File: config.mk
export PLATFORM = sky130hd
export DESIGN_NAME = conv2d_multich_stream
export DESIGN_NICKNAME = d
export VERILOG_FILES = /design/src/rtl/conv2d_multich_stream.sv
export SDC_FILE = /design/constraint.sdc
export NUM_CORES = 2
export LEC_CHECK = 0
export BUFFER_PORTS_ARGS = -buffer_cell sky130_fd_sc_hd__clkbuf_2
export CAP_MARGIN = 20
export CORE_AREA = 4 4 450 452
export DETAILED_ROUTE_END_ITERATION = 7
export DIE_AREA = 0 0 454 456
export SLEW_MARGIN = 30
export SYNTH_ARGS = -nofsm -noshare
export SYNTH_HDL_FRONTEND = slang
export SYNTH_SLANG_ARGS = --single-unit
export TNS_END_PERCENT = 20
File: constraint.sdc
create_clock -name clock -period 19.3 [get_ports clock]
set_input_delay 0.965 -clock clock [delete_from_list [all_inputs] [get_ports clock]]
set_output_delay 0.965 -clock clock [all_outputs]
set_load 0.005 [all_outputs]
File: src/rtl/conv2d_multich_stream.sv
// Multi-channel KSIZE x KSIZE convolution stage: one kernel tap per cycle across all channels,
// then bias, optional ReLU and saturation at write-out; each pixel is streamed with its coordinates.
module conv2d_multich_stream #(
  parameter int SIZE      = 7,
  parameter int KSIZE     = 3,
  parameter int CHANNELS  = 2,
  parameter int WIDTH_BIT = 8,
  parameter int STRIDE    = 1,
  parameter int RELU_EN   = 1,
  localparam int OUT      = (SIZE - KSIZE) / STRIDE + 1,
  localparam int CW       = $clog2(OUT) + 1
) (
  input  logic                                                  clock,
  input  logic                                                  nreset,
  input  logic                                                  start,
  input  logic [CHANNELS-1:0][SIZE-1:0][SIZE-1:0][WIDTH_BIT-1:0]   inpMatrix,
  input  logic [CHANNELS-1:0][KSIZE-1:0][KSIZE-1:0][WIDTH_BIT-1:0] Kernel,
  input  logic [WIDTH_BIT-1:0]                                  bias,
  output logic                                                  busy,
  output logic                                                  done,
  output logic                                                  out_valid,
  output logic [CW-1:0]                                         out_row,
  output logic [CW-1:0]                                         out_col,
  output logic [WIDTH_BIT-1:0]                                  out_pixel,
  output logic [OUT-1:0][OUT-1:0][WIDTH_BIT-1:0]                convOut
);

  localparam int ACC_W = 2 * WIDTH_BIT + $clog2(CHANNELS * KSIZE * KSIZE) + 1;
  localparam int KW    = (KSIZE > 1) ? $clog2(KSIZE) : 1;
  localparam int IW    = (SIZE > 1) ? $clog2(SIZE) : 1;

  localparam logic [1:0] IDLE  = 2'd0;
  localparam logic [1:0] MAC   = 2'd1;
  localparam logic [1:0] WRITE = 2'd2;
  localparam logic [1:0] FIN   = 2'd3;

  localparam logic signed [ACC_W-1:0] SAT_MAX = ACC_W'((2 ** (WIDTH_BIT - 1)) - 1);
  localparam logic signed [ACC_W-1:0] SAT_MIN = ~SAT_MAX;

  logic [1:0]                            state_q, state_d;
  logic signed [ACC_W-1:0]               acc_q, acc_d;
  logic [CW-1:0]                         r_q, r_d, c_q, c_d;
  logic [KW-1:0]                         ky_q, ky_d, kx_q, kx_d;
  logic                                  busy_q, busy_d;
  logic                                  done_q, done_d;
  logic                                  out_valid_q, out_valid_d;
  logic [CW-1:0]                         out_row_q, out_row_d;
  logic [CW-1:0]                         out_col_q, out_col_d;
  logic [WIDTH_BIT-1:0]                  out_pixel_q, out_pixel_d;
  logic [OUT-1:0][OUT-1:0][WIDTH_BIT-1:0] conv_q, conv_d;

  logic [IW-1:0]                 iy, ix;
  logic signed [2*WIDTH_BIT-1:0] prod;
  logic signed [ACC_W-1:0]       tap_sum, sum_bias;
  logic [WIDTH_BIT-1:0]          pix_res;

  // One tap of every channel's window, summed across channels.
  always_comb begin
    iy      = IW'(int'(r_q) * STRIDE + int'(ky_q));
    ix      = IW'(int'(c_q) * STRIDE + int'(kx_q));
    prod    = '0;
    tap_sum = '0;
    for (int ch = 0; ch < CHANNELS; ch++) begin
      prod    = $signed(inpMatrix[ch][iy][ix]) * $signed(Kernel[ch][ky_q][kx_q]);
      tap_sum = tap_sum + ACC_W'(prod);
    end
  end

  always_comb begin
    sum_bias = acc_q + ACC_W'($signed(bias));
    if (RELU_EN != 0 && sum_bias < 0)
      pix_res = '0;
    else if (sum_bias > SAT_MAX)
      pix_res = SAT_MAX[WIDTH_BIT-1:0];
    else if (sum_bias < SAT_MIN)
      pix_res = SAT_MIN[WIDTH_BIT-1:0];
    else
      pix_res = sum_bias[WIDTH_BIT-1:0];
  end

  always_comb begin
    state_d     = state_q;
    acc_d       = acc_q;
    r_d         = r_q;
    c_d         = c_q;
    ky_d        = ky_q;
    kx_d        = kx_q;
    busy_d      = busy_q;
    done_d      = 1'b0;
    out_valid_d = 1'b0;
    out_row_d   = out_row_q;
    out_col_d   = out_col_q;
    out_pixel_d = out_pixel_q;
    conv_d      = conv_q;
    case (state_q)
      IDLE: begin
        if (start) begin
          acc_d   = '0;
          r_d     = '0;
          c_d     = '0;
          ky_d    = '0;
          kx_d    = '0;
          busy_d  = 1'b1;
          state_d = MAC;
        end
      end
      MAC: begin
        acc_d = acc_q + tap_sum;
        if (kx_q == KW'(KSIZE - 1)) begin
          kx_d = '0;
          if (ky_q == KW'(KSIZE - 1)) begin
            ky_d    = '0;
            state_d = WRITE;
          end else begin
            ky_d = ky_q + 1'b1;
          end
        end else begin
          kx_d = kx_q + 1'b1;
        end
      end
      WRITE: begin
        for (int i = 0; i < OUT; i++)
          for (int j = 0; j < OUT; j++)
            if (r_q == CW'(i) && c_q == CW'(j))
              conv_d[i][j] = pix_res;
        out_pixel_d = pix_res;
        out_row_d   = r_q;
        out_col_d   = c_q;
        out_valid_d = 1'b1;
        acc_d       = '0;
        state_d     = MAC;
        if (c_q == CW'(OUT - 1)) begin
          c_d = '0;
          if (r_q == CW'(OUT - 1)) begin
            r_d     = '0;
            state_d = FIN;
          end else begin
            r_d = r_q + 1'b1;
          end
        end else begin
          c_d = c_q + 1'b1;
        end
      end
      FIN: begin
        // done and the falling busy share the same cycle, back in IDLE.
        done_d  = 1'b1;
        busy_d  = 1'b0;
        state_d = IDLE;
      end
      default: state_d = IDLE;
    endcase
  end

  always_ff @(posedge clock or negedge nreset) begin
    if (!nreset) begin
      state_q     <= IDLE;
      acc_q       <= '0;
      r_q         <= '0;
      c_q         <= '0;
      ky_q        <= '0;
      kx_q        <= '0;
      busy_q      <= 1'b0;
      done_q      <= 1'b0;
      out_valid_q <= 1'b0;
      out_row_q   <= '0;
      out_col_q   <= '0;
      out_pixel_q <= '0;
      conv_q      <= '0;
    end else begin
      state_q     <= state_d;
      acc_q       <= acc_d;
      r_q         <= r_d;
      c_q         <= c_d;
      ky_q        <= ky_d;
      kx_q        <= kx_d;
      busy_q      <= busy_d;
      done_q      <= done_d;
      out_valid_q <= out_valid_d;
      out_row_q   <= out_row_d;
      out_col_q   <= out_col_d;
      out_pixel_q <= out_pixel_d;
      conv_q      <= conv_d;
    end
  end

  assign busy      = busy_q;
  assign done      = done_q;
  assign out_valid = out_valid_q;
  assign out_row   = out_row_q;
  assign out_col   = out_col_q;
  assign out_pixel = out_pixel_q;
  assign convOut   = conv_q;

endmodule

## After elaboration in Yosys (flattened, before gate mapping)

Index checks and enable logic that the tools add are counted.

- $add $sub $neg: 9
- $lt $le $gt $ge: 7
- Muxes and demuxes: 43
- Multipliers: 2
- Equal/unequal tests: 17
- Reduce and logical (&&, ||, !) cells: 64

Operators by type and width:

| cell | number |
|---|---|
| binary-select mux 56 bit (select 3 bit) | 2 |
| two-way mux 56 bit | 2 |
| binary-select mux 24 bit (select 2 bit) | 2 |
| case mux 22 bit (3 select lines) | 1 |
| AND reduction 2 bit | 29 |
| two-way mux 8 bit | 7 |
| binary-select mux 8 bit (select 3 bit) | 2 |
| two-way mux 24 bit | 2 |
| binary-select mux 8 bit (select 2 bit) | 2 |
| multiplier 8 x 8 -> 16 bit | 2 |
| logical AND 1 bit | 25 |
| adder 22 x 17 -> 22 bit | 1 |
| adder 22 x 8 -> 22 bit | 1 |
| greater-than comparator 22 x 8 -> 1 bit, second input constant | 1 |
| < comparator 22 x 1 -> 1 bit, second input constant | 1 |
| < comparator 22 x 8 -> 1 bit, second input constant | 1 |
| two-way mux 22 bit | 1 |
| two-way mux 2 bit | 9 |
| adder 16 x 16 -> 17 bit | 1 |
| equality test 4 x 2 -> 1 bit, second input constant | 4 |
| two-way mux 4 bit | 4 |
| case mux 4 bit (2 select lines) | 2 |
| AND reduction 3 bit | 3 |
| adder 4 x 1 -> 4 bit, second input constant | 2 |
| 17 further kinds | 35 |

- Flip-flop bits (word level): 255
- Bits of input ports: 939

## Longest topological paths before layout

- Depth in word-level cells: 9
- Gate-level depth with buffers: 36
- Gate-level depth less buffers: 32

## Least setup slack after synthesis

Ideal clock, no wire load.

- Kind: reg-to-reg
- From: register ky_q[1]
- To: register acc_q[21]
- Buffers on the path: 8
- Setup time: 0.133 ns
- Slack: 9.681 ns
- Stages on the path, launching flop included: 32
- Data arrival time: 9.486 ns
- Path through: dfrtp_1 > clkbuf_1 > buf_1 > buf_1 > inv_1 > fa_1 > clkbuf_1 > clkbuf_1 > buf_1 > clkbuf_1 > mux4_2 > nand2_1 > nand2_1 > a21oi_1 > clkbuf_1 > nor2_1 > fa_1 > fa_1 > fa_1 > fa_1 > fa_1 > inv_1 > fa_1 > inv_1 > ha_1 > or4_1 > o21ai_0 > a211oi_1 > a31o_2 > a221oi_1 > xnor2_1 > o21ai_0

- Longest elaborated chain between the ends: 9
- Elaborated cells between the ends (all ways): 22
- Classes of those cells: add/sub (3); mul (2); mux (17)

Ends and longest elaborated chain:

| item | line | RTL |
|---|---|---|
| from (decl) | 43 | `logic [KW-1:0] ky_q, ky_d, kx_q, kx_d;` |
| from (signal assigned) | 174 | `ky_q <= ky_d;` |
| adder 3 x 2 -> 3 bit | 59 | `iy = IW'(int'(r_q) * STRIDE + int'(ky_q));` |
| binary-select mux 56 bit (select 3 bit) | 64 | `prod = $signed(inpMatrix[ch][iy][ix]) * $signed(Kernel[ch][ky_q][kx_q]);` |
| two-way mux 56 bit (not written as such) | 64 |  |
| binary-select mux 8 bit (select 3 bit) | 64 |  |
| two-way mux 8 bit (not written as such) | 64 |  |
| multiplier 8 x 8 -> 16 bit | 64 |  |
| adder 16 x 16 -> 17 bit * | 65 | `tap_sum = tap_sum + ACC_W'(prod);` |
| adder 22 x 17 -> 22 bit * | 108 | `acc_d = acc_q + tap_sum;` |
| case mux 22 bit (3 select lines) * | 95 | `case (state_q)` |
| to (signal assigned) | 157 | `acc_q <= '0;` |
| to (signal assigned) | 171 | `acc_q <= acc_d;` |
| to (decl) | 41 | `logic signed [ACC_W-1:0] acc_q, acc_d;` |

Every way passes the cells marked *; elsewhere a longest branch is shown, timed or not. The select of a mux whose other input is x is not followed.
A chain may end at the register's enable or synchronous reset.

## Worst setup path after layout

- From: register ky_q[1]
- To: register acc_q[16]

Same word-level chain as after synthesis.

==> impl_table.tex <==
\begin{tabular}{lr}
\hline
Metric & Value \\
\hline
\multicolumn{2}{l}{\textbf{Outcome}} \\
\quad Outcome & completed \\
\multicolumn{2}{l}{\textbf{Setup path}} \\
\quad Delay of the slowest cell on the worst path & 0.95 ns \\
\quad Type of origin of the critical path & flop \\
\quad Required time of the critical path & 19.77 ns \\
\quad Kind of critical path & flop to flop \\
\quad Capturing element type of the critical path & flop \\
\quad Cell type with the highest occurrence count on the critical path & sky130\_fd\_sc\_hd\_\_fa\_1 \\
\quad Arrival time at the worst endpoint & between 10 and 15 ns \\
\quad Critical path's slowest cell & sky130\_fd\_sc\_hd\_\_dfrtp\_2 \\
\quad Largest driver fanout on the critical path & between 70 and 80 \\
\multicolumn{2}{l}{\textbf{Place}} \\
\quad Port Buffers & approximately 1200 \\
\quad GP Congestion & approximately 1.0 \\
\quad Half-perimeter wire length of the detailed placement result & approximately 170000 um \\
\multicolumn{2}{l}{\textbf{Logic synthesis}} \\
\quad Proportion of synthesized flip-flops having asynchronous set or reset & between 90\% and 100\% \\
\quad Syn. warnings & 0 \\
\quad Post-synthesis instance total & 2682 \\
\quad Combined area of all synthesized cells & around 27000 sq um \\
\quad Leading register cell type out of synthesis & sky130\_fd\_sc\_hd\_\_dfrtp\_1 \\
\quad Unique masters post-synth & between 80 and 90 \\
\quad Syn nets & approximately 3900 \\
\quad Number of flops mapped to enable cells by yosys & 0 \\
\quad Avg Inst Size Synth & around 10 sq um \\
\quad Sequential cell area fraction in the yosys report & approximately a quarter \\
\quad Number of synthesized register bits & around 260 \\
\multicolumn{2}{l}{\textbf{Layout}} \\
\quad Filler cell count in the final layout & between 20000 and 25000 \\
\quad Leading cell type in the layout, fill and taps excluded & sky130\_fd\_sc\_hd\_\_clkbuf\_2 \\
\quad Area Overhead vs Synth & 37.34\% \\
\quad Post-layout net count & 5004 \\
\quad Leading cell types in the layout, fill and taps excluded & sky130\_fd\_sc\_hd\_\_clkbuf\_2 (1156), sky130\_fd\_sc\_hd\_\_nand2\_1 (319), sky130\_fd\_sc\_hd\_\_inv\_1 (295) \\
\quad Share of layout cells above drive strength 1 & 44.80\% \\
\multicolumn{2}{l}{\textbf{GRT}} \\
\quad Maximum number of pins on one net before global-route repair & roughly 130 \\
\quad Overall global routing resource usage & 17.53\% \\
\quad Number of global-route vias before repair & 26920 \\
\quad Total overflow reported by the global router & 0 \\
\quad Initial antenna violation count & approximately 160 \\
\quad Wire length of the first global-routing pass & roughly 240000 um \\
\multicolumn{2}{l}{\textbf{Clock network}} \\
\quad CTS Sinks & between 200 and 300 \\
\quad Number of hold-repair buffers added at the cts stage & 0 \\
\quad TritonCTS clock tree & yes \\
\quad Clock input transition at the sequential cells of the worst setup and hold paths & 0.08 ns \\
\quad TritonCTS Buffers & 25 \\
\quad Count of instances resized after the clock tree is built & 0 \\
\quad H-tree Lvls & 1 \\
\quad Post-CTS setup buffers & 0 \\
\quad Clk\_lat worst skew & $\sim$0.60 ns \\
\quad Bufs on Longest Clock Path & 3 \\
\quad CTS Root Cell & sky130\_fd\_sc\_hd\_\_clkbuf\_16 \\
\multicolumn{2}{l}{\textbf{Drt}} \\
\quad Post-DR wirelength/cell & about 29 um \\
\quad Number of antenna-violating nets in the routed design & 0 \\
\quad Highest metal layer with signal wires & met5 \\
\quad Routed metal-1 wire length & slightly below 70000 um \\
\quad DRC marker count from the first detailed-route iteration & between 1500 and 2000 \\
\quad Router iterations before antenna repair & 5 \\
\quad Vias after detailed routing & 26340 \\
\quad Detailed-route DRC error count & 0 \\
\quad Total length of routed met3 wires & between 10000 and 15000 um \\
\quad Wire length after detailed routing & 189000 um \\
\quad Via-to-Cell Ratio & between 4 and 5 \\
\quad DR WL met2 & a little under 100000 um \\
\multicolumn{2}{l}{\textbf{Die}} \\
\quad Initial core utilization & a little over an eighth \\
\quad Core outline area & 198800 sq um \\
\quad Area of the die & $\sim$210000 sq um \\
\quad Io pins & around 1200 \\
\quad Die Y-Extent & 456 um \\
\quad Die extent in x & 454 um \\
\quad Number of standard-cell rows in the floorplan & 164 \\
\multicolumn{2}{l}{\textbf{Timing}} \\
\quad Total count of hold-check failures in the final report & 0 \\
\quad Top achievable clock speed & between 90 and 100 MHz \\
\quad Slew Limit Fails & 0 \\
\quad Max-slew headroom at the worst pin & 27.43\% \\
\quad Final setup viols & 0 \\
\quad Transition time at the pin with the least slew margin & about 1.1 ns \\
\quad RSZ-0062 raised after global routing & no \\
\quad Final period demand of the worst path & around 11 ns \\
\quad Final total negative setup slack & 0 ns \\
\quad Period Utilization, post-route & between 50\% and 60\% \\
\quad Clock skew after layout & $\sim$0.036 ns \\
\multicolumn{2}{l}{\textbf{Run}} \\
\quad Max-cap check violation count & 0 \\
\multicolumn{2}{l}{\textbf{Hold path}} \\
\quad Hold WC Path Type & input port to async pin \\
\hline
\end{tabular}
-- final cells by class --
type / instances / area [sq um] / area share [%]
Sequential cell: 255 / 6382 / 17.46
Timing Repair Buffer: 1218 / 6311 / 17.27
Multi-Input combinational cell: 1962 / 18430 / 50.41
Clock inverter: 15 / 181.4 / 0.4964
Antenna cell: 51 / 127.6 / 0.3492
Clock buffer: 30 / 684.4 / 1.873
Inverter: 297 / 1115 / 3.050
Tap cell: 2656 / 3323 / 9.092
-- worst paths after layout --
kind,slack (ns),endpoint,cells past startpoint,from
setup / recovery,8.24,acc_q[16],30,ky_q[1]
hold / removal,0.32,convOut[139],1,nreset
setup reg to reg,8.24,acc_q[16],30,ky_q[1]
hold reg to reg,0.48,convOut[136],2,convOut[136]
max in group asynchronous,16.90,convOut[176],3,nreset
min in group clock,0.48,convOut[136],2,convOut[136]
-- metrics by stage --
| step | setup slack, ns | util, % | std cells | hold WS [ns] | cell area, sq um |
|---|---|---|---|---|---|
| 6_report | 8.243 | 18.38 | 6484 | 0.3237 | 36550 |
| 5_1_grt | 7.705 | 18.36 | 6468 | 0.3440 | 36510 |
| 4_1_cts | 7.985 | 18.31 | 6433 | 0.2983 | 36410 |
| 3_5_place_dp | 8.032 | 17.88 | 6388 | 0.4656 | 35550 |
| 3_3_place_gp | 8.017 | 17.85 | 6387 | 0.4593 | 35500 |
| 2_1_floorplan | 9.681 | - | 2682 | 0.4699 | 26610 |
-- registers in the layout (all words and copies together) (netlist names) --
name and count:
convOut 200, acc_q 22, out_pixel 8, c_q 4, out_col 4, out_row 4, r_q 4, kx_q 2
ky_q 2, state_q 2, busy 1, done 1, out_valid 1
-- routing by layer --
| metal | global-route usage, % | vias up |
|---|---|---|
| met1 | 19.03 | 13050 |
| met5 | 0 | - |
| li1 | - | 11600 |
| met4 | 8.229 | 54 |
| met3 | 3.789 | 364 |
| met2 | 32.13 | 1267 |
-- cells by family after synthesis --
logic type / share of synthesized area [%]
and+or+nand+nor: 12.49
xor gates and xnor gates: 1.288
adders and majority gates: 19.61
DFF: 23.98
muxes: 19.91
AOI/OAI and AO/OA: 15.41
buffers and inverters: 7.325
-- Yosys cell counts, types with 57 or more instances --
cell                       instances  share of area [%]
sky130_fd_sc_hd__mux2i_1         114                4.3
sky130_fd_sc_hd__o21ai_2         140                4.6
sky130_fd_sc_hd__nand3_1          98                1.8
sky130_fd_sc_hd__nor2_1          144                2.0
sky130_fd_sc_hd__inv_1           295                4.2
sky130_fd_sc_hd__nand2_1         319                4.5
sky130_fd_sc_hd__dfrtp_1         255                 24
sky130_fd_sc_hd__clkbuf_1        102                1.4
sky130_fd_sc_hd__ha_1            121                5.7
sky130_fd_sc_hd__a21oi_1          57                1.1
sky130_fd_sc_hd__o21ai_0         209                3.9
sky130_fd_sc_hd__fa_1            185                 14
sky130_fd_sc_hd__mux4_2          160                 14
-- critical path, delay by kind of cell (launching register included) --
family,cells,cell delay [ns]
adders and majority gates,8,3.66
AOI/OAI and AO/OA,8,2.14
and+or+nand+nor,5,1.69
buffers and inverters,6,1.43
DFF,1,0.95
muxes,2,0.62
xor gates and xnor gates,1,0.20
Power is left out: the tool's default activity adds up to more than one toggle a clock period on the data nets, which glitch-free logic cannot reach.
